### config.mk
export PLATFORM = sky130hd
export DESIGN_NAME = output_drain_ctrl
export DESIGN_NICKNAME = d
export VERILOG_FILES = /design/src/rtl/output_drain_ctrl.sv
export SDC_FILE = /design/constraint.sdc
export NUM_CORES = 1
export LEC_CHECK = 0
export ABC_AREA = 1
export CAP_MARGIN = 25
export CORE_ASPECT_RATIO = 0.75
export CORE_MARGIN = 3
export CORE_UTILIZATION = 35
export DETAILED_ROUTE_END_ITERATION = 16
export REMOVE_ABC_BUFFERS = 1
export SLEW_MARGIN = 40
export SYNTH_ARGS = -nofsm -noshare
export SYNTH_HDL_FRONTEND = slang
export SYNTH_SLANG_ARGS = --single-unit
### constraint.sdc
create_clock -name w_clk -period 2.2 [get_ports w_clk]
set_input_delay 0.33 -clock w_clk [delete_from_list [all_inputs] [get_ports w_clk]]
set_output_delay 0.33 -clock w_clk [all_outputs]
set_load 0.005 [all_outputs]
### src/rtl/output_drain_ctrl.sv
// rtl/output_drain_ctrl.sv - streams an N*N output feature map out of the output buffer
//
// Purpose:
//   Reads N*N words back from the output buffer, starting at a base address.
//   Each word goes out on a valid/ready stream. A 2-entry skid FIFO hides the
//   buffer's 1-cycle read latency, so one word per cycle flows under continuous ready.
//
// Ports:
//   w_clk                  clock, rising edge
//   reset                  asynchronous active-low reset
//   start                  one-cycle launch pulse, honoured only in IDLE
//   base_address           first buffer address, latched on the accepted start
//   output_featuremapsize  side length N, latched (as N*N) on the accepted start
//   is_empty               buffer has nothing readable; stalls new reads only
//   rd_data                buffer read data, valid the cycle after read_enable
//   read_enable            buffer read strobe
//   rd_address             buffer read address (wraps modulo 2^ADDR_W)
//   m_data / m_valid       stream data (FIFO head) and valid
//   m_ready                stream ready
//   busy                   accepted start through the done cycle, inclusive
//   done                   one-cycle pulse after the final handshake
module output_drain_ctrl #(
  parameter int ADDR_W = 8,
  parameter int DATA_W = 16
) (
  input  logic              w_clk,
  input  logic              reset,
  input  logic              start,
  input  logic [ADDR_W-1:0] base_address,
  input  logic [7:0]        output_featuremapsize,
  input  logic              is_empty,
  input  logic [DATA_W-1:0] rd_data,
  output logic              read_enable,
  output logic [ADDR_W-1:0] rd_address,
  output logic [DATA_W-1:0] m_data,
  output logic              m_valid,
  input  logic              m_ready,
  output logic              busy,
  output logic              done
);

  typedef enum logic [1:0] {IDLE, DRAIN, DONE} state_t;

  state_t            state, state_nxt;
  logic [ADDR_W-1:0] base_q;
  logic [15:0]       total;
  logic [15:0]       issued;
  logic [15:0]       delivered;
  logic              inflight;
  logic [1:0]        occ;
  logic [DATA_W-1:0] fifo_mem [2];
  logic              wr_ptr;
  logic              rd_ptr;
  logic              launch;
  logic              pop;
  logic              last_pop;

  assign launch   = (state == IDLE) && start;
  assign m_valid  = (occ != 2'd0);
  assign pop      = m_valid && m_ready;
  assign last_pop = pop && (delivered == total - 16'd1);
  assign m_data   = fifo_mem[rd_ptr];
  assign rd_address = base_q + issued[ADDR_W-1:0];

  // State register
  always_ff @(posedge w_clk or negedge reset) begin
    if (!reset) begin
      state <= IDLE;
    end else begin
      state <= state_nxt;
    end
  end

  // Next-state logic
  always_comb begin
    state_nxt = state;
    case (state)
      IDLE: begin
        if (start) begin
          state_nxt = (output_featuremapsize == 8'd0) ? DONE : DRAIN;
        end
      end
      DRAIN: begin
        // Leave in the same cycle as the final handshake.
        if (last_pop) begin
          state_nxt = DONE;
        end
      end
      DONE:    state_nxt = IDLE;
      default: state_nxt = IDLE;
    endcase
  end

  // Output logic
  always_comb begin
    read_enable = 1'b0;
    busy        = (state != IDLE);
    done        = (state == DONE);
    // Credit rule: a read is allowed only if the word it returns has a FIFO
    // slot. Slots already claimed are occ plus the in-flight word. A pop this
    // cycle frees one, so occ + inflight - pop < 2 is required.
    if ((state == DRAIN) && (issued < total) && !is_empty &&
        (({1'b0, occ} + {2'b0, inflight}) < (3'd2 + {2'b0, pop}))) begin
      read_enable = 1'b1;
    end
  end

  // Counters, read pipeline and skid FIFO
  always_ff @(posedge w_clk or negedge reset) begin
    if (!reset) begin
      base_q      <= '0;
      total       <= '0;
      issued      <= '0;
      delivered   <= '0;
      inflight    <= 1'b0;
      occ         <= 2'd0;
      wr_ptr      <= 1'b0;
      rd_ptr      <= 1'b0;
      fifo_mem[0] <= '0;
      fifo_mem[1] <= '0;
    end else begin
      if (launch) begin
        base_q    <= base_address;
        total     <= {8'd0, output_featuremapsize} * {8'd0, output_featuremapsize};
        issued    <= '0;
        delivered <= '0;
      end else begin
        if (read_enable) issued    <= issued + 16'd1;
        if (pop)         delivered <= delivered + 16'd1;
      end

      inflight <= read_enable;

      // The word read last cycle lands now.
      if (inflight) begin
        fifo_mem[wr_ptr] <= rd_data;
        wr_ptr           <= ~wr_ptr;
      end
      if (pop) begin
        rd_ptr <= ~rd_ptr;
      end

      case ({inflight, pop})
        2'b10:   occ <= occ + 2'd1;
        2'b01:   occ <= occ - 2'd1;
        default: occ <= occ;
      endcase
    end
  end

endmodule

==> qor.csv, run 1 <==
stage;metric;value;unit
logic_synthesis;yosysWarnings;0;
logic_synthesis;synth_edf_count;0;
power_and_ir_drop;p_leak;0.00523;uW
logic_synthesis;synth_ff_type;dfrtp_1;
cts;cts_tree;yes;
power_and_ir_drop;p_sw;5390;uW
die;die_w;172;um
global_route;antenna_found_initial;0;
logic_synthesis;avgSynthCellArea;7.29;um2
power_and_ir_drop;seq_power_share;0.228;
timing;hold_violations;0;
layout;synthToLayoutAreaGrowth;42.2;%
die;ios;65;
layout;layout-drive-gt1-share;0.263;
power_and_ir_drop;power_frac_comb;0.648;
worst_setup_path;reg2reg_slack;190;ps
layout;finalNonFillerCells;1445;
worst_setup_path;required;2470;ps
logic_synthesis;ys_seq_area_frac;0.326;
global_route;use_met2;0.273;
timing;setup_viol;14;
timing;finalCritPeriodShare;1.59;
die;chipHeight;130;um
timing;fmax;0.286;GHz
cts;clk_pin_slew_worst_paths;80;ps
worst_setup_path;crit_arrival;3770;ps
global_route;met1_usage;0.264;
layout;multi_input_area;0.00480;mm2
cts;clock-sinks;94;
min_path;min_path_type;in -> async;
logic_synthesis;synth_fa_ha_area_frac;0.165;
global_route;met3_usage;0.0276;
logic_synthesis;syn_area;0.00722;mm2
timing;slew_violations;0;
worst_setup_path;cp_slowest_cell;fa_1;
global_route;grt_max_degree;45;
die;floorplan.initialDensity;0.365;
global_route;grt_overflow;0;
power_and_ir_drop;clockPowerShare;0.124;
die;num_rows;44;
detailed_routing;routed_via_density;4.73;
detailed_routing;ant_nets;0;
worst_setup_path;start_kind;input port;
power_and_ir_drop;internal_power;7160;uW
logic_synthesis;synth_mux_area_frac;0;
detailed_routing;wl_per_cell;13.3;um
global_route;grt_pass1_vias;6486;
job;cap_violations;0;
worst_setup_path;worst_path_most_repeated_cell;fa_1;
timing;post-route-min-period;3500;ps
cts;clockBufferDepth;2;
global_route;top_usage_layer;met2;
layout;nNetsFinal;1305;
worst_setup_path;end_kind;register;
layout;n_antenna_cell;0;
detailed_routing;drc;0;
global_route;grt_usage;0.176;
power_and_ir_drop;powerDensity;1220;mW/mm2
layout;regArea;0.00235;mm2
logic_synthesis;synth_top_family_by_area;simple AND/OR/NAND/NOR gates;
cts;worst_skew_pair.late_latency;350;ps
worst_setup_path;crit_chain;buf_8, nand2_4, inv_2, fa_1, inv_2, fa_1, fa_1, fa_1, inv_2, ha_4, a21oi_4, o21ai_2, a21oi_2, o21ai_2, or2_4, a31oi_1;
status;violations;setup timing;
detailed_routing;vias;6828;
timing;setup_ws;-1300;ps
place;portBuffers;64;
cts;cts-buffers-inserted;9;
worst_setup_path;slowest_delay;550;ps
layout;fill_cells;1844;
die;dieArea;0.0224;mm2
power_and_ir_drop;fin_total_pwr;12500;uW
layout;final_cell_mix;nand2_1 (262), inv_1 (139), buf_4 (126);
place;dp_cells;1395;
logic_synthesis;synth.distinct_cells;40;
worst_setup_path;cp_num_cells;16;
detailed_routing;drt_iter0_drc;429;
place;dp_hpwl;13800;um
worst_setup_path;reg2regPathDepth;12;
worst_setup_path;cp_num_buf_inv;4;
die;core_area;0.0198;mm2
layout;design_area;0.0103;mm2
logic_synthesis;synth_compound_area_frac;0.102;
cts;htree_levels;3;
worst_setup_path;path_class;in -> reg;
logic_synthesis;synth_simple_gate_area_frac;0.262;
logic_synthesis;ys_ff_latch;94;
place;pre_cts_ws;-2360;ps
logic_synthesis;synth_xor_area_frac;0.0425;
logic_synthesis;async_flop_share;1.00;
worst_setup_path;crit_fanout;4;
timing;clock_skew;8.78;ps
cts;root_buffer;clkbuf_16;
layout;final_common_cell;nand2_1;
logic_synthesis;postSynthCellCount;990;
worst_setup_path;cpLargestDelayFamily;adder cells;
detailed_routing;dr.pass1.iters;7;
timing;fin_setup_tns;-13040;ps
global_route;grt_first_pass_wirelength;31700;um
timing;rsz0062_at_grt;true;
power_and_ir_drop;vdd_drop_max;0.540;mV
detailed_routing;finalWirelength;19200;um
place;placed_cell_area;0.00896;mm2
place;gp_congestion;0.875;
power_and_ir_drop;switching_share;0.429;
status;status;finished, violations left;
layout make-up:
type,instances,area share
flip-flops and latches,94,0.229
inverters,163,0.0601
clock inverters,7,0.00646
well taps,253,0.0309
clock buffers,9,0.0220
repair buffers,214,0.183
multi-input cells,705,0.468
kinds of logic (layout without fill, tap and decap cells):
logic type | count (synthesis) | count (layout)
adders and majority gates | 81 | 81
buffers and inverters | 192 | 393
other | 1 | 2
AOI/OAI and AO/OA | 138 | 138
xor gates and xnor gates | 35 | 35
DFF | 94 | 94
and+or+nand+nor | 449 | 449
worst paths after layout:
path                                           from            to
max                        output_featuremapsize[3]     total[15]
min                                           reset  fifo_mem[10]
max reg2reg                               issued[3]     issued[1]
min reg2reg                            fifo_mem[28]  fifo_mem[28]
max in group asynchronous                     reset      total[8]
min in group w_clk         output_featuremapsize[1]      total[2]
timing repair:
action                                  CTS  global route
hold endpoints to repair                 19             0
hold buffers                              1             0
endpoints found under the setup margin   20            33
pin swaps                                80            49
buffers inserted                         32            12
resized for setup                       218            45
flip-flops by register name, summed over array words and instances (netlist names):
| signal | count |
|---|---|
| base_q | 8 |
| delivered | 16 |
| fifo_mem | 32 |
| inflight | 1 |
| issued | 16 |
| occ | 2 |
| rd_ptr | 1 |
| state | 2 |
| total | 15 |
| wr_ptr | 1 |
power by group through the flow:
stage	combinational [uW]	clock, uW	sequential [uW]
after floorplan	3450	0	2860
after global routing	9040	1680	2960
after CTS	7530	1610	2860
final	8120	1560	2860
after global placement	6410	0	2850
after detailed placement	6480	0	2870
metrics by stage:
stage | hold slack [ps] | util
global route | 422 | 0.519
CTS | 399 | 0.508
global placement | 236 | 0.453
detailed placement | 238 | 0.453
floorplan | 34.4 | -
finish | 401 | 0.519
metal layers:
| layer | vias up | routed length, um | part of all wire |
|---|---|---|---|
| met5 | - | 0 | 0 |
| met4 | 0 | 178 | 0.0093 |
| met3 | 18 | 834 | 0.043 |
| met2 | 131 | 8340 | 0.44 |
| met1 | 3170 | 9820 | 0.51 |
| li1 | 3509 | - | - |
worst reg2reg max path: stages (launching register included):
cell and delay (ps):
dfrtp_1 390, buf_4 160, ha_4 240, a21oi_2 150
a21oi_2 60, o21ai_1 130, nand2_1 80, nand2_1 70
nand2_2 70, buf_4 130, buf_4 160, nand2_8 130
o21ai_0 110
synthesized netlist by cell type, types with 2 or more instances:
| master | number | area share |
|---|---|---|
| nand2_1 | 283 | 0.15 |
| inv_1 | 161 | 0.084 |
| dfrtp_1 | 94 | 0.33 |
| nor2_1 | 69 | 0.036 |
| o21ai_0 | 67 | 0.046 |
| ha_1 | 57 | 0.099 |
| nand3_1 | 49 | 0.034 |
| a21oi_1 | 42 | 0.029 |
| clkbuf_1 | 27 | 0.014 |
| fa_1 | 24 | 0.067 |
| xor2_1 | 22 | 0.027 |
| nor3_1 | 13 | 0.0090 |
| xnor2_1 | 13 | 0.016 |
| nand4_1 | 10 | 0.0087 |
| o21ai_1 | 10 | 0.0069 |
| nor4_1 | 7 | 0.0061 |
| a31oi_1 | 5 | 0.0043 |
| nor2_2 | 4 | 0.0035 |
| o21a_1 | 4 | 0.0042 |
| o21bai_1 | 3 | 0.0031 |
| or2_2 | 3 | 0.0026 |
| buf_6 | 2 | 0.0031 |
| nand3b_1 | 2 | 0.0021 |
| nor2_4 | 2 | 0.0031 |
| o22ai_1 | 2 | 0.0017 |
Note: power is estimated with default switching activity, not from simulation.
==> run 2, diff against run 1 <==
- RECOVER_POWER: unset -> 50
==> run 2 against run 1 <==
  * The flow still finishes with violations (setup timing)
  * Non-clock buffer count unchanged
  * Sequential share of layout area increased by 0.056 points
  * Critical path depth unchanged
  * Register-to-register slack about the same
  * First-iteration DRC count increased by 5.8%
  * Sequential power about the same
  * Via count increased by 0.69%
  * Die area unchanged
  * Critical path type unchanged
  * Critical endpoint unchanged
  * Highest routed layer unchanged
==> qor.csv, run 2 (synthesized netlist as in run 1, its figures left out) <==
stage;metric;value;unit
status;status;finished, violations left;
status;violations;setup timing;
worst_setup_path;crit_path_start;output_featuremapsize[3];
global_route;grt_max_degree;45;
timing;post-route-min-period;3500;ps
job;cap_violations;0;
detailed_routing;dr.pass1.iters;5;
layout;layout-drive-gt1-share;0.261;
worst_setup_path;reg2reg_slack;190;ps
timing;finalCritPeriodShare;1.59;
power_and_ir_drop;fin_total_pwr;12500;uW
power_and_ir_drop;vdd_drop_max;0.539;mV
worst_setup_path;required;2470;ps
global_route;grt_overflow;0;
die;ios;65;
layout;largest_register;fifo_mem;
die;chipHeight;130;um
worst_setup_path;critPathCapture;total[15];
worst_setup_path;start_kind;input port;
timing;clock_skew;8.69;ps
place;portBuffers;64;
layout;final_util;0.518;
die;num_rows;44;
power_and_ir_drop;seq_power_share;0.228;
layout;final_cell_mix;nand2_1 (262), inv_1 (139), buf_4 (121);
layout;n_antenna_cell;0;
worst_setup_path;end_kind;register;
cts;cts_tree;yes;
timing;setup_viol;14;
timing;hold_violations;0;
min_path;min_path_type;in -> reg;
worst_setup_path;r2r-end;issued[1];
power_and_ir_drop;powerDensity;1220;mW/mm2
place;gp_congestion;0.875;
detailed_routing;vias;6875;
cts;htree_levels;3;
cts;cts-buffers-inserted;9;
die;die_w;172;um
power_and_ir_drop;p_leak;0.00522;uW
global_route;grt_first_pass_wirelength;31700;um
power_and_ir_drop;power_frac_comb;0.647;
detailed_routing;wl_per_cell;13.3;um
die;dieArea;0.0224;mm2
cts;root_buffer;clkbuf_16;
worst_setup_path;path_class;in -> reg;
power_and_ir_drop;switching_share;0.430;
cts;clockBufferDepth;2;
layout;nNetsFinal;1305;
worst_setup_path;crit_arrival;3770;ps
layout;final_common_cell;nand2_1;
global_route;grt_pass1_vias;6486;
detailed_routing;drt_iter0_drc;454;
power_and_ir_drop;internal_power;7150;uW
worst_setup_path;crit_fanout;4;
global_route;grt_usage;0.176;
power_and_ir_drop;p_sw;5390;uW
cts;clk_pin_slew_worst_paths;70;ps
cts;worst_skew_pair.late_latency;350;ps
die;core_area;0.0198;mm2
layout;synthToLayoutAreaGrowth;41.8;%
cts;clock-sinks;94;
power_and_ir_drop;clockPowerShare;0.124;
timing;rsz0062_at_grt;true;
timing;slew_headroom;0.194;
global_route;antenna_found_initial;0;
die;floorplan.initialDensity;0.365;
place;dp_hpwl;13800;um
timing;setup_ws;-1300;ps
layout;design_area;0.0102;mm2
place;dp_cells;1395;
layout;finalNonFillerCells;1445;
timing;fmax;0.286;GHz
detailed_routing;ant_nets;0;
timing;fin_setup_tns;-13030;ps
layout;largest_reg_flops;32;
place;placed_cell_area;0.00896;mm2
timing;worst-slew-pin-transition;1210;ps
timing;slew_violations;0;
detailed_routing;routed_via_density;4.76;
detailed_routing;finalWirelength;19200;um
detailed_routing;drc;0;
worst_setup_path;reg2regPathDepth;12;
worst_setup_path;r2r_start;issued[3];
layout;reg_top3;fifo_mem (32), delivered (16), issued (16);
## run 2: area by class of cell
class                      count  area [um2]
multi-input combinational    705        4800
clock buffer                   9         225
sequential                    94        2350
clock inverter                 7        66.3
tap                          253         317
fill                        1848        9530
timing repair buffer         214        1860
inverter                     163         617
## run 2: critical path, stage by stage
cell,delay [ps]
buf_8,100
nand2_4,60
inv_2,40
fa_1,540
inv_2,40
fa_1,550
fa_1,440
fa_1,530
inv_2,50
ha_4,240
a21oi_4,160
o21ai_2,80
a21oi_2,160
o21ai_2,90
or2_4,230
a31oi_1,150
## run 2: what timing repair did
action,in CTS,in global routing
gates resized for setup,218,45
pin swaps,80,49
setup endpoints to repair,20,33
buffers inserted,32,12
endpoints found under the hold margin,19,0
hold buffers,1,0
## run 2: worst min-delay path by stage
stage                                   startpoint            to  slack (ps)  cells after the start
after global placement                       reset  fifo_mem[26]         240                      1
after floorplan                              reset     base_q[0]          30                      0
after global routing      output_featuremapsize[1]      total[2]         480                      4
final                     output_featuremapsize[1]      total[2]         430                      4
after CTS                                    reset  fifo_mem[26]         400                      2
after detailed placement                     reset  fifo_mem[26]         240                      1
## run 2: routing by layer
| layer | vias to the layer above | part of all wire | global-route usage |
|---|---|---|---|
| met5 | - | 0 | 0 |
| met4 | 0 | 0.0088 | 0.0328 |
| met1 | 3203 | 0.51 | 0.264 |
| li1 | 3514 | - | - |
| met2 | 142 | 0.44 | 0.273 |
| met3 | 16 | 0.047 | 0.0276 |
## run 2: per-stage QoR
stage,setup slack [ps],hold slack [ps]
after floorplan,-1670,34.4
after global placement,-2340,236
after detailed placement,-2360,238
after CTS,-1250,399
after global routing,-1410,476
final,-1300,430
## run 2: power groups by stage
stage / combinational (uW) / sequential [uW] / clock, uW
global placement: 6410 / 2850 / 0
floorplan: 3450 / 2860 / 0
detailed placement: 6480 / 2870 / 0
finish: 8110 / 2860 / 1560
global route: 9030 / 2960 / 1680
CTS: 7530 / 2860 / 1610
==> run 3, diff against run 2 <==
- SETUP_SLACK_MARGIN: unset -> 0.05
==> run 3 against run 2 <==
  * The flow still finishes with violations (setup timing)
  * Sequential share of layout area is essentially flat
  * Non-clock buffer count is the same
  * Worst hold slack gained 0.82 ps
  * Total power grew 0.31%
  * Worst setup slack is essentially flat
  * Clock-buffer cell count is the same
  * First-iteration DRC count shrank 9.9%
  * Die area is the same
  * Maximum frequency is essentially flat
  * Critical path type unchanged
  * Via count shrank 0.29%
  * Flip-flop and latch count is the same
  * Utilization grew 0.095 points
==> qor.csv, run 3 (synthesized netlist as in run 1, its figures left out) <==
stage;metric;value;unit
global_route;antenna_found_initial;0;
job;cap_violations;0;
power_and_ir_drop;powerDensity;1230;mW/mm2
global_route;grt_max_degree;45;
worst_setup_path;end_kind;register;
cts;cts-buffers-inserted;9;
cts;clock-sinks;94;
timing;setup_viol;14;
timing;hold_violations;0;
timing;whs;431;ps
layout;largest_reg_flops;32;
cts;clockBufferDepth;2;
detailed_routing;finalWirelength;19200;um
worst_setup_path;cp_num_cells;16;
layout;nNetsFinal;1305;
timing;finalCritPeriodShare;1.59;
timing;rsz0062_at_grt;true;
die;die_w;172;um
layout;final_cell_mix;nand2_1 (262), inv_1 (139), buf_4 (121);
cts;root_buffer;clkbuf_16;
detailed_routing;vias;6855;
worst_setup_path;cp_num_buf_inv;4;
power_and_ir_drop;vdd_drop_max;0.539;mV
status;status;finished, violations left;
detailed_routing;drt_iter0_drc;409;
worst_setup_path;slowest_delay;550;ps
layout;n_antenna_cell;0;
place;placed_cell_area;0.00896;mm2
global_route;grt_usage;0.176;
detailed_routing;wl_per_cell;13.3;um
layout;largest_register;fifo_mem;
worst_setup_path;crit_fanout;4;
global_route;grt_first_pass_wirelength;31700;um
timing;fmax;0.286;GHz
timing;slew_violations;0;
detailed_routing;drc;0;
timing;worst-slew-pin-transition;1210;ps
worst_setup_path;reg2regPathDepth;12;
worst_setup_path;reg2reg_slack;190;ps
timing;post-route-min-period;3500;ps
worst_setup_path;path_class;in -> reg;
detailed_routing;ant_nets;0;
place;gp_congestion;0.875;
cts;clk_pin_slew_worst_paths;70;ps
power_and_ir_drop;p_leak;0.00522;uW
die;core_area;0.0198;mm2
cts;cts_tree;yes;
worst_setup_path;cp_slowest_cell;fa_1;
die;floorplan.initialDensity;0.365;
place;portBuffers;64;
timing;setup_ws;-1300;ps
worst_setup_path;start_kind;input port;
layout;layout-drive-gt1-share;0.263;
die;ios;65;
worst_setup_path;cpLargestDelayFamily;adder cells;
layout;design_area;0.0103;mm2
layout;synthToLayoutAreaGrowth;42.1;%
detailed_routing;dr.pass1.iters;5;
global_route;grt_pass1_vias;6488;
die;chipHeight;130;um
min_path;min_path_type;in -> reg;
worst_setup_path;worst_path_most_repeated_cell;fa_1;
status;violations;setup timing;
power_and_ir_drop;fin_total_pwr;12600;uW
layout;finalNonFillerCells;1445;
die;dieArea;0.0224;mm2
place;dp_cells;1395;
layout;final_common_cell;nand2_1;
cts;worst_skew_pair.late_latency;350;ps
worst_setup_path;crit_arrival;3770;ps
die;num_rows;44;
worst_setup_path;crit_chain;buf_8, nand2_4, inv_2, fa_1, inv_2, fa_1, fa_1, fa_1, inv_2, ha_4, a21oi_4, o21ai_2, a21oi_2, o21ai_2, or2_4, a31oi_1;
min_path;whs_path_depth;4;
layout;reg_top3;fifo_mem (32), delivered (16), issued (16);
timing;fin_setup_tns;-13040;ps
detailed_routing;routed_via_density;4.74;
cts;htree_levels;3;
place;dp_hpwl;13800;um
timing;clock_skew;8.36;ps
worst_setup_path;required;2470;ps
timing;slew_headroom;0.194;
global_route;grt_overflow;0;
## run 3: final timing paths
path                                          start            to
max                        output_featuremapsize[3]     total[15]
min                        output_featuremapsize[1]      total[2]
max reg2reg                               issued[3]     issued[1]
min reg2reg                            fifo_mem[17]  fifo_mem[17]
max in group asynchronous                     reset     issued[2]
min in group asynchronous                     reset  fifo_mem[10]
## run 3: cell type report
| class | instances | area [um2] |
|---|---|---|
| Clock inverter | 7 | 66.3 |
| Tap cell | 253 | 317 |
| Sequential cell | 94 | 2350 |
| Clock buffer | 9 | 225 |
| Timing Repair Buffer | 214 | 1860 |
| Multi-Input combinational cell | 705 | 4820 |
| Fill cell | 1850 | 9510 |
| Inverter | 163 | 617 |
## run 3: repair_timing
action | CTS | global route
hold endpoints to repair | 19 | 0
setup buffers | 32 | 12
setup endpoints to repair | 20 | 33
resized for setup | 221 | 47
pin swaps | 80 | 51
hold buffers | 1 | 0
gates cloned | 0 | 0
## run 3: where the power goes
| group | leakage (uW) | total, uW | switching, uW | internal [uW] |
|---|---|---|---|---|
| clock network | 0.000144 | 1560 | 762 | 796 |
| logic | 0.00388 | 8160 | 4180 | 3970 |
| registers | 0.00119 | 2860 | 456 | 2410 |
| total | 0.00522 | 12600 | 5400 | 7180 |
## run 3: through the flow
| step | worst slack, ps | util |
|---|---|---|
| finish | -1300 | 0.519 |
| global route | -1410 | 0.519 |
| CTS | -1250 | 0.508 |
| detailed placement | -2360 | 0.453 |
| global placement | -2340 | 0.453 |
| floorplan | -1670 | - |
## run 3: layer usage
metal	up-vias	GRT usage	part of all wire
met5	-	0	0
met4	0	0.0328	0.0089
met3	16	0.0270	0.047
met2	146	0.273	0.44
met1	3178	0.264	0.51
li1	3515	-	-
## run 3: worst min-delay path: stages
cell and delay (ps):
clkbuf_4 150, buf_8 140, nand2_1 50, o21ai_0 70
==> RTL edit 1 (flow settings as in run 1) <==
Change the parameter `DATA_W` from 16 to 12.
--- a/src/rtl/output_drain_ctrl.sv
+++ b/src/rtl/output_drain_ctrl.sv
@@ -21,7 +21,7 @@
 //   done                   one-cycle pulse after the final handshake
 module output_drain_ctrl #(
   parameter int ADDR_W = 8,
-  parameter int DATA_W = 16
+  parameter int DATA_W = 12
 ) (
   input  logic              w_clk,
   input  logic              reset,
Ports: changed (resized m_data and rd_data); port bits go from 65 to 57. The function was not compared with the original's and may differ.
==> RTL edit 1 against run 1 <==
  * The run still ends with setup timing left
  * Synthesized area shrank 4.2%
  * Sequential share of layout area shrank 0.83 points
  * Worst setup slack lost 47 ps
  * Count of clock-buffer cells in the layout is the same
  * Wire length shrank 7.4%
  * Cell area shrank 5.1%
  * Sequential cell count shrank 8
  * Total power shrank 11%
  * Combinational power shrank 12%
  * Critical endpoint unchanged
  * Largest power group unchanged
==> RTL edit 1: results (changes against run 1) <==
metric;value;unit;change
setup TNS;-13100;ps;-60.9 ps
violated checks;setup timing;;
share of cells above drive strength 1;0.276;;+0.0134
R2R setup slack;160;ps;-30 ps
total track usage;0.171;;-0.00497
fill count;1758;;-4.7%
largest net degree at the start of global routing;47;;+4.4%
first-pass GRT wire length;30.4;mm;-4.1%
FF-to-FF Start;total[2];;
vias in the first global route;6119;;-5.7%
Setup violations, final;15;;+1
clock latency on the worst-skew pair;340;ps;
Min-Delay Path Class;in2reg;;
worst r2r path cells;15;;+3
hold path startpoint;output_featuremapsize[1];;
fin nets;1237;;-5.2%
Top Metal Used;met4;;
met2 routed WL;7.49;mm;-10%
Num CTS Buffers;9;;unchanged
Yosys warning total;0;;unchanged
Synth area leaders;dfrtp_1 31%, nand2_1 14%, ha_1 11%;;
largest registers;fifo_mem (24), delivered (16), issued (16);;
share of flip-flops with an asynchronous set or reset;1.00;;unchanged
Total Routed Length;17.8;mm;-7.4%
initial drt markers;384;;-10%
Worst VDD drop;0.641;mV;+19%
Synth top cells by count;255 x nand2_1, 150 x inv_1, 86 x dfrtp_1, 70 x nor2_1, 61 x o21ai_0;;
1st-pass router iterations;5;;-2
setup slack after layout;-1350;ps;-47.3 ps
Seq/Total Area, Yosys;0.311;;-0.0145
pre-CTS setup slack;-2470;ps;-111 ps
Leakage;0.00500;uW;-4.3%
RePlAce Congestion;0.882;;+0.80%
library cells used by synthesis;39;;-2.5%
Setup Skew;7.28;ps;-1.51 ps
EDFF count, synth;0;;unchanged
Met3 Wirelength;652;um;-22%
crit path max fanout;3;;-1
number of diodes;0;;unchanged
RR Endpoint;state[0];;
status;complete, but fails checks;;
Vias/cell;4.70;;-0.50%
DRC viols;0;;unchanged
HPWL after DPL;13.3;mm;-3.5%
Met1 Wirelength;9.52;mm;-3.0%
PortBufs;56;;-13%
crit path DAT;3810;ps;+40 ps
CTS clk-pin slew, worst paths;70;ps;
RTL edit 1: cell families after synthesis:
| kind of cell | after synthesis | synth area share |
|---|---|---|
| buffers and inverters | 179 | 0.0989 |
| flip-flops | 86 | 0.311 |
| XOR/XNOR | 41 | 0.0559 |
| AND/OR/NAND/NOR | 424 | 0.264 |
| AO/OA/AOI/OAI | 122 | 0.0949 |
| adder cells (fa/ha/maj) | 82 | 0.175 |
RTL edit 1: metrics by stage:
step | std cells | hold slack [ps] | total power [uW] | instance area (um2)
5_1_grt | 1374 | 471 | 12200 | 9730
3_5_place_dp | 1330 | 366 | 8400 | 8580
2_1_floorplan | 906 | 34.4 | 5690 | 6790
3_3_place_gp | 1330 | 372 | 8340 | 8580
6_report | 1374 | 453 | 11200 | 9730
4_1_cts | 1370 | 380 | 10800 | 9540
RTL edit 1: cell type report:
| class | count | area (um2) | area share |
|---|---|---|---|
| Clock buffer | 9 | 225 | 0.0231 |
| Multi-Input combinational cell | 669 | 4620 | 0.474 |
| Tap cell | 247 | 309 | 0.0317 |
| Timing Repair Buffer | 205 | 1780 | 0.183 |
| Clock inverter | 7 | 78.8 | 0.00810 |
| Sequential cell | 86 | 2150 | 0.221 |
| Inverter | 151 | 573 | 0.0589 |
RTL edit 1: timing repair:
action / in CTS / in global routing
setup buffers: 26 / 11
cloned: 0 / 0
pin swaps: 79 / 64
setup endpoints to repair: 20 / 38
hold buffers: 1 / 0
hold endpoints to repair: 20 / 0
resized for setup: 204 / 52
RTL edit 1: how the worst max path moves through the flow:
| stage | startpoint | endpoint | slack [ps] | depth (start not counted) |
|---|---|---|---|---|
| 2_1_floorplan | output_featuremapsize[7] | total[15] | -1670 | 15 |
| 3_3_place_gp | output_featuremapsize[7] | total[15] | -2380 | 16 |
| 3_5_place_dp | output_featuremapsize[7] | total[15] | -2470 | 16 |
| 4_1_cts | output_featuremapsize[3] | total[15] | -1290 | 16 |
| 5_1_grt | output_featuremapsize[2] | total[15] | -1450 | 16 |
| 6_report | output_featuremapsize[2] | total[15] | -1350 | 16 |
RTL edit 1: power by group:
group	internal, uW	leakage, uW	switching, uW
Combinational	3470	0.00376	3650
Clock	894	0.000151	654
Sequential	2150	0.00110	381
Total	6520	0.00500	4690
RTL edit 1: worst max-delay path, stage by stage:
cell and delay [ps]:
buf_8 110, nand2_4 70, inv_2 40, fa_1 530
inv_1 50, fa_1 460, fa_1 520, fa_1 560
inv_2 50, ha_4 260, a21oi_4 160, o21ai_2 70
a21oi_2 180, o21ai_2 80, or2_4 220, a31oi_1 120
RTL edit 1: routing by layer:
metal / vias up / track usage
met5: - / 0
met4: 0 / 0.0202
met3: 10 / 0.0262
met2: 112 / 0.257
met1: 3006 / 0.268
li1: 3332 / -
==> RTL edit 2 (settings of run 1) <==
Without the edit above. Re-encode `state_t` (3 states) as one-hot, 3 bits wide.
--- a/src/rtl/output_drain_ctrl.sv
+++ b/src/rtl/output_drain_ctrl.sv
@@ -39,7 +39,7 @@
   output logic              done
 );
 
-  typedef enum logic [1:0] {IDLE, DRAIN, DONE} state_t;
+  typedef enum logic [2:0] {IDLE = 3'b001, DRAIN = 3'b010, DONE = 3'b100} state_t;
 
   state_t            state, state_nxt;
   logic [ADDR_W-1:0] base_q;
Formal check against the unedited RTL: no difference found for any inputs over 4 cycles, from zero or initial values and one cycle with reset low; so few cycles prove little.
==> RTL edit 2 against run 1 <==
  * Cell count is 1.8% higher
  * Sequential cell count is 1 higher
  * Synthesized area up 1.4%
  * The flow still finishes with violations (setup timing)
  * Worst hold slack worse by 2.2 ps
  * Worst setup slack got worse by 6.5 ps
  * Wire length is 4.2% lower
  * Cell area is 1.6% lower
  * Register-to-register slack got worse by 30 ps
  * Total power fell by 14%
  * Synthesized cell count up 0.91%
==> RTL edit 2: results (changes against run 1) <==
metric;value;unit;change
share of cells above drive strength 1;0.239;;-0.0237
total track usage;0.163;;-0.0129
pre-CTS setup slack;-2460;ps;-99.5 ps
Setup violations, final;16;;+2
HPWL after DPL;13.7;mm;-0.27%
number of diodes;0;;unchanged
first-pass GRT wire length;31.3;mm;-1.3%
1st-pass router iterations;5;;-2
setup slack after layout;-1310;ps;-6.50 ps
Met3 Wirelength;532;um;-36%
routed len/inst;12.5;um;-5.9%
fin nets;1302;;-0.23%
placed cell areas;9080;um2;+1.3%
post-synthesis xor/xnor area fraction;0.0527;;+0.0102
vias in the first global route;6488;;+0.031%
clock share of power;0.153;;+0.029
Sw Ratio;0.408;;-0.0216
Worst VDD drop;0.559;mV;+3.6%
RePlAce Congestion;0.870;;-0.53%
Synth area leaders;dfrtp_1 32%, nand2_1 15%, ha_1 9.7%;;
Leakage;0.00534;uW;+2.1%
Setup Skew;7.84;ps;-0.948 ps
Biggest register;fifo_mem;;
GRT met2 Usage;0.254;;-0.0187
Logic pwr share;0.596;;-0.052
initial drt markers;366;;-15%
violated checks;setup timing;;
Power Clock;1650;uW;+6%
Synth top cells by count;285 x nand2_1, 163 x inv_1, 94 x dfrtp_1, 77 x nand3_1, 69 x o21ai_0;;
Met1 Wirelength;9.74;mm;-0.83%
largest net degree at the start of global routing;63;;+40%
Seq/Total Area, Yosys;0.325;;-0.000868
grt met3 use;0.0240;;-0.00358
Adder-Cell Fraction of Synth Area;0.163;;-0.00226
crit path DAT;3710;ps;-60 ps
library cells used by synthesis;41;;+2.5%
GR Util met1;0.245;;-0.0183
status;complete, but fails checks;;
H-tree lvl count;3;;unchanged
Compound-Gate Fraction of Synth Area;0.0848;;-0.0168
## RTL edit 2: stage by stage
| stage | util | setup TNS [ps] | instances |
|---|---|---|---|
| after detailed placement | 0.445 | -26690 | 1432 |
| after global placement | 0.445 | -26050 | 1432 |
| after global routing | 0.495 | -15470 | 1471 |
| after CTS | 0.487 | -13130 | 1467 |
| after floorplan | - | -19540 | 968 |
| final | 0.495 | -13160 | 1471 |
## RTL edit 2: kinds of logic (layout without fill, tap and decap cells)
family | count (synthesis) | in the layout
AO/OA/AOI/OAI | 117 | 117
AND/OR/NAND/NOR | 462 | 462
other | 1 | 2
buffers and inverters | 199 | 388
adder cells (fa/ha/maj) | 81 | 81
flip-flops | 95 | 95
XOR/XNOR | 44 | 44
## RTL edit 2: cell type report
| class | instances | area (um2) |
|---|---|---|
| Fill cell | 2029 | 10300 |
| Multi-Input combinational cell | 706 | 4660 |
| Sequential cell | 95 | 2380 |
| Timing Repair Buffer | 205 | 1750 |
| Inverter | 167 | 632 |
| Tap cell | 282 | 353 |
| Clock buffer | 9 | 225 |
| Clock inverter | 7 | 86.3 |
## RTL edit 2: what timing repair did
action | CTS | global route
setup buffers | 20 | 8
hold buffers | 1 | 0
gates resized for setup | 185 | 33
hold endpoints to repair | 17 | 0
pin swaps | 60 | 23
gates cloned | 0 | 0
setup endpoints to repair | 20 | 22
## RTL edit 2: worst paths after layout
check	slack [ps]	to	depth (start not counted)	from
setup reg to reg	160	state[1]	14	total[2]
max in group asynchronous	1220	delivered[12]	3	reset
hold / removal	400	fifo_mem[18]	2	reset
setup / recovery	-1310	total[11]	16	output_featuremapsize[3]
min in group w_clk	480	total[2]	5	output_featuremapsize[1]
hold reg to reg	490	fifo_mem[13]	2	fifo_mem[13]
